<file path="src/rtl/opora_loader.sv">
// opora_loader: parses opora command frames from the UDP payload stream,
// buffers the NUM_OPORA words and replays them as a gap-free strobe burst
// once the frame checksum has been accepted.
module opora_loader (
  input  logic        clke,
  input  logic        rst,
  input  logic [7:0]  rx_data,
  input  logic        rx_valid,
  input  logic        rx_sof,
  input  logic        rx_eof,
  output logic        opora_en,
  output logic [15:0] OPORA,
  output logic        busy,
  output logic        load_done,
  output logic        load_err,
  output logic [1:0]  err_code
);

  localparam int unsigned NUM_OPORA = 200;
  localparam int unsigned GAP       = 2;
  localparam int unsigned IDX_W     = 8;
  localparam int unsigned GAP_W     = 2;
  localparam int unsigned WORD_W    = 16;
  localparam logic [7:0]  CMD_OPORA = 8'hA5;

  localparam logic [IDX_W-1:0] IDX_LAST = IDX_W'(NUM_OPORA - 1);
  localparam logic [GAP_W-1:0] GAP_END  = GAP_W'(GAP);

  localparam logic [1:0] ERR_BUSY  = 2'd0;
  localparam logic [1:0] ERR_SHORT = 2'd1;
  localparam logic [1:0] ERR_LONG  = 2'd2;
  localparam logic [1:0] ERR_CSUM  = 2'd3;

  typedef enum logic [2:0] {
    S_IDLE,
    S_HDR,
    S_DATA,
    S_CSUM,
    S_DROP,
    S_PLAY,
    S_GAP
  } state_t;

  state_t           state, state_nxt;
  logic [IDX_W-1:0] idx, idx_nxt;
  logic [7:0]       csum, csum_nxt;
  logic [7:0]       hi_byte, hi_nxt;
  logic             lo_phase, phase_nxt;
  logic [GAP_W-1:0] gap_cnt, gap_nxt;
  logic             drop_pend, pend_nxt;
  logic [1:0]       err_code_nxt;
  logic             err_c;
  logic             wr_c;
  logic             rd_c;
  logic             done_c;

  logic [WORD_W-1:0] mem [NUM_OPORA];

  // Next-state, datapath updates and strobe decisions
  always_comb begin
    state_nxt    = state;
    idx_nxt      = idx;
    csum_nxt     = csum;
    hi_nxt       = hi_byte;
    phase_nxt    = lo_phase;
    gap_nxt      = gap_cnt;
    pend_nxt     = drop_pend;
    err_code_nxt = err_code;
    err_c        = 1'b0;
    wr_c         = 1'b0;
    rd_c         = 1'b0;
    done_c       = 1'b0;

    // A frame arriving during a burst is refused and swallowed until its eof
    if ((state == S_PLAY || state == S_GAP) && rx_valid) begin
      if (rx_sof) begin
        err_c        = 1'b1;
        err_code_nxt = ERR_BUSY;
        pend_nxt     = ~rx_eof;
      end else if (rx_eof) begin
        pend_nxt = 1'b0;
      end
    end

    case (state)
      S_IDLE: begin
        if (rx_valid && rx_sof) begin
          if (rx_data == CMD_OPORA) begin
            if (rx_eof) begin
              err_c        = 1'b1;
              err_code_nxt = ERR_SHORT;
            end else begin
              state_nxt = S_HDR;
            end
          end else if (!rx_eof) begin
            state_nxt = S_DROP;
          end
        end
      end

      S_HDR, S_DATA: begin
        if (rx_valid) begin
          if (rx_sof) begin
            err_c        = 1'b1;
            err_code_nxt = ERR_SHORT;
            state_nxt    = rx_eof ? S_IDLE : S_DROP;
          end else if (rx_eof) begin
            err_c        = 1'b1;
            err_code_nxt = ERR_SHORT;
            state_nxt    = S_IDLE;
          end else if (state == S_HDR) begin
            csum_nxt  = 8'd0;
            idx_nxt   = '0;
            phase_nxt = 1'b0;
            state_nxt = S_DATA;
          end else begin
            csum_nxt = csum ^ rx_data;
            if (!lo_phase) begin
              hi_nxt    = rx_data;
              phase_nxt = 1'b1;
            end else begin
              wr_c      = 1'b1;
              phase_nxt = 1'b0;
              idx_nxt   = idx + IDX_W'(1);
              if (idx == IDX_LAST) begin
                state_nxt = S_CSUM;
              end
            end
          end
        end
      end

      S_CSUM: begin
        if (rx_valid) begin
          if (rx_sof) begin
            err_c        = 1'b1;
            err_code_nxt = ERR_SHORT;
            state_nxt    = rx_eof ? S_IDLE : S_DROP;
          end else if (rx_eof) begin
            if (rx_data == csum) begin
              idx_nxt   = '0;
              pend_nxt  = 1'b0;
              state_nxt = S_PLAY;
            end else begin
              err_c        = 1'b1;
              err_code_nxt = ERR_CSUM;
              state_nxt    = S_IDLE;
            end
          end else begin
            err_c        = 1'b1;
            err_code_nxt = ERR_LONG;
            state_nxt    = S_DROP;
          end
        end
      end

      S_DROP: begin
        if (rx_valid && rx_eof) begin
          state_nxt = S_IDLE;
        end
      end

      S_PLAY: begin
        rd_c    = 1'b1;
        idx_nxt = idx + IDX_W'(1);
        if (idx == IDX_LAST) begin
          gap_nxt   = '0;
          state_nxt = S_GAP;
        end
      end

      S_GAP: begin
        done_c  = (gap_cnt == '0);
        gap_nxt = gap_cnt + GAP_W'(1);
        if (gap_cnt == GAP_END) begin
          state_nxt = pend_nxt ? S_DROP : S_IDLE;
          pend_nxt  = 1'b0;
        end
      end

      default: begin
        state_nxt = S_IDLE;
      end
    endcase
  end

  // State, parser registers and registered outputs
  always_ff @(posedge clke or posedge rst) begin
    if (rst) begin
      state     <= S_IDLE;
      idx       <= '0;
      csum      <= 8'd0;
      hi_byte   <= 8'd0;
      lo_phase  <= 1'b0;
      gap_cnt   <= '0;
      drop_pend <= 1'b0;
      opora_en  <= 1'b0;
      OPORA     <= '0;
      busy      <= 1'b0;
      load_done <= 1'b0;
      load_err  <= 1'b0;
      err_code  <= ERR_BUSY;
    end else begin
      state     <= state_nxt;
      idx       <= idx_nxt;
      csum      <= csum_nxt;
      hi_byte   <= hi_nxt;
      lo_phase  <= phase_nxt;
      gap_cnt   <= gap_nxt;
      drop_pend <= pend_nxt;
      opora_en  <= rd_c;
      busy      <= (state_nxt == S_PLAY) || (state_nxt == S_GAP);
      load_done <= done_c;
      load_err  <= err_c;
      err_code  <= err_code_nxt;
      if (rd_c) begin
        OPORA <= mem[idx];
      end
    end
  end

  // Word buffer write port; contents of rejected frames are never replayed
  always_ff @(posedge clke) begin
    if (wr_c) begin
      mem[idx] <= {hi_byte, rx_data};
    end
  end

endmodule

</file>
<file path="config.mk">
export PLATFORM = sky130hd
export DESIGN_NAME = opora_loader
export DESIGN_NICKNAME = d
export VERILOG_FILES = /design/src/rtl/opora_loader.sv
export SDC_FILE = /design/constraint.sdc
export NUM_CORES = 2
export LEC_CHECK = 0
export CAP_MARGIN = 10
export CORE_UTILIZATION = 25
export DETAILED_ROUTE_END_ITERATION = 8
export PLACE_DENSITY = 0.41
export SYNTH_ARGS = -nofsm -noshare
export SYNTH_HDL_FRONTEND = slang
export SYNTH_SLANG_ARGS = --single-unit
</file>
<file path="constraint.sdc">
create_clock -name clke -period 4.2 [get_ports clke]
set_input_delay 0.42 -clock clke [delete_from_list [all_inputs] [get_ports clke]]
set_output_delay 0.42 -clock clke [all_outputs]
set_load 0.05 [all_outputs]
</file>
==> run metrics <==
Avg Inst Size Synth just over 20 um^2; max_slew headroom approximately 22%; CTS Buf Count 371; Starting Density ~25%; Worst EP required 5.05 ns; Synth Net Count 6081; RSZ-0062 raised after global routing false; Synth async-reset ratio ~1.6%; post-CTS setup buffer count 0; VDD IR max between 400 and 500 uV; core box area approximately 500000 um^2; CP endpoint kind flip-flop; setup TNS 0 ns; Crit path buffers/inverters 3; most frequent cells in the layout edfxtp_1 (3200), mux4_2 (645), buf_4 (502), mux2i_1 (424), clkbuf_16 (375); # DRC 0; initial antenna violation count 26; worst hold path type in -> reg; Yosys Warn Count 0; pre-CTS setup slack 0.0576 ns; num ports 35; critical path arrival 4.90 ns; status complete, no violations; top cell type by total area after synthesis edfxtp_1; fin area roughly 150000 um^2; CP max stage cell dfrtp_4; first-pass GRT wire length around 550000 um; largest net degree at the start of global routing 130; CP max stage delay 0.73 ns; Placed Area 139000 um^2; Leak about 0.047 uW; Setup CP Type reg -> reg; Die X-Extent 712 um; Initial DRT Pass Iterations 7; grt ovf 0; Bufs on Longest Clock Path 4; share of layout cells above drive strength 1 around 28%; final setup fails 0; top cells by area, synth edfxtp_1 (76%), mux4_2 (12%), mux2i_1 (3.4%); Synth Register Bits about 3300; Clock Latency Late Sink 0.98 ns; setup ws final between 0.1 and 0.15 ns; Worst Setup Start Kind flip-flop; Initial DRC Count around 5900; vias in the first global route approximately 66000; Final Net Count approximately 6700; pwr/cell area roughly 570 nW/um^2; Worst-path clk slew 0.06 ns; routed vias/inst roughly 4.7; crit share post-route 96.6%; fmax 247 MHz; total track usage around 15%; Final min period slightly above 4 ns; count of cell types in the netlist between 70 and 80; P&R area growth vs syn 19.5%; synthesized instance count slightly above 6000; total of max-cap violations 0; die area roughly 500000 um^2; # fillers around 49000; CTS tree yes; sequential cell area fraction in the yosys report between 70% and 80%; total number of H-tree levels 5; DP Wirelength around 250000 um; fin. max-slew vios 0; number of flops mapped to enable cells by yosys 3200; CTS sink count 3253; floorplan row count between 200 and 300; top cell type's share of synthesized area 76.3%; drt total wl between 300000 and 400000 um; hold violation total from the final report 0; mapped cell area 126000 um^2; via count 63886; post-DR wirelength/cell around 29 um; total power roughly 85000 uW; Crit path top cell by count buf_4; maximum fanout along the worst path 42; CTS Root Cell clkbuf_16; Top FF cell, synth edfxtp_1; Worst Clk Skew ~0.073 ns; GPL Wtd Cong 0.812; Crit path max-delay family compound AO/OA/AOI/OAI gates; cells along the critical path buf_12 -> mux4_2 -> mux2i_1 -> o22ai_1 -> o21ai_0 -> buf_4 -> o2111ai_1 -> buf_4 -> o32a_1; Slew @ Worst Pin between 1 and 1.5 ns; die height roughly 710 um; Port Buffers 34; most common cell after layout, fill and taps aside edfxtp_1; Antenna Nets Post-Route 0
## per-layer routing
| layer | GRT usage, % | vias to the layer above | routed length, um |
|---|---|---|---|
| li1 | - | 26588 | - |
| met4 | 3.80 | 0 | 9820 |
| met1 | 21.4 | 35071 | 177000 |
| met3 | 1.94 | 470 | 19900 |
| met5 | 0 | - | 0 |
| met2 | 24.7 | 1757 | 187000 |
## worst min-delay path, cell delays in order
cell	delay, ns
clkbuf_8	0.14
xnor2_1	0.08
nand4_1	0.11
nor4_1	0.07
nand2_1	0.09
o311ai_0	0.19
## layout make-up
| type | instances | area, um^2 | share of cell area, % |
|---|---|---|---|
| clock inverter | 204 | 1890 | 1.26 |
| inverter | 29 | 119 | 0.0790 |
| clock buffer | 465 | 9770 | 6.50 |
| tap | 6681 | 8360 | 5.56 |
| multi-input combinational | 2434 | 27000 | 17.9 |
| sequential | 3253 | 97500 | 64.8 |
| timing repair buffer | 625 | 5840 | 3.88 |
| antenna | 10 | 25.0 | 0.0166 |
## report_power, final
group,switching [uW],internal (uW)
clock,13300,17900
combinational,9320,6380
sequential,761,37500
## sequential cells by signal, summed over array words and instances, names as in the netlist, 2 cells and up
| signal | cells |
|---|---|
| OPORA | 16 |
| csum | 8 |
| err_code | 2 |
| gap_cnt | 2 |
| hi_byte | 8 |
| idx | 8 |
| mem | 3200 |
| state | 3 |
## worst paths after layout
check	from	endpoint	slack, ns	cells after the start
min in group asynchronous	rst	gap_cnt[0]$_DFFE_PP0P_	0.43	3
setup / recovery	idx[1]$_DFFE_PP0P_	OPORA[3]$_DFFE_PP0P_	0.14	9
hold / removal	rx_data[5]	state[2]$_DFF_PP0_	0.26	6
hold reg to reg	csum[3]$_DFFE_PP0P_	csum[3]$_DFFE_PP0P_	0.50	2
setup reg to reg	idx[1]$_DFFE_PP0P_	OPORA[3]$_DFFE_PP0P_	0.14	9
max in group asynchronous	rst	idx[0]$_DFFE_PP0P_	2.80	4
## cell families (layout without fill, tap and decap cells)
family	after synthesis	in the layout	share of synthesized area (%)
adder cells (fa/ha/maj)	7	7	0.0676
buffers and inverters	375	1323	1.49
AO/OA/AOI/OAI	654	654	3.36
other	0	10	0
flip-flops	3253	3253	77.4
XOR/XNOR	6	6	0.0417
multiplexers	1132	1132	15.5
AND/OR/NAND/NOR	635	635	2.22
## through the flow
step	util [%]	cells	hold slack [ns]
3_5_place_dp	27.6	13014	0.493
2_1_floorplan	-	6062	0.461
5_1_grt	30.0	13694	0.282
6_report	30.0	13701	0.261
3_3_place_gp	27.6	13014	0.480
4_1_cts	30.0	13691	0.172
## cells in the mapped netlist (51+ instances only)
library cell and n:
o22ai_1 112, buf_2 138, nand3_1 51, mux2_2 62
mux2i_1 425, edfxtp_1 3200, a21oi_1 141, nor2_1 288
dfrtp_1 53, nand2_1 155, mux4_2 645, a22oi_1 87
clkbuf_1 126, o21ai_0 138
## timing repair
item | CTS | global route
hold endpoints to repair | 201 | 0
gates resized for setup | 0 | 1
hold buffers | 8 | 0
endpoints found under the setup margin | 0 | 1
Power figures use the tool's default switching activity.
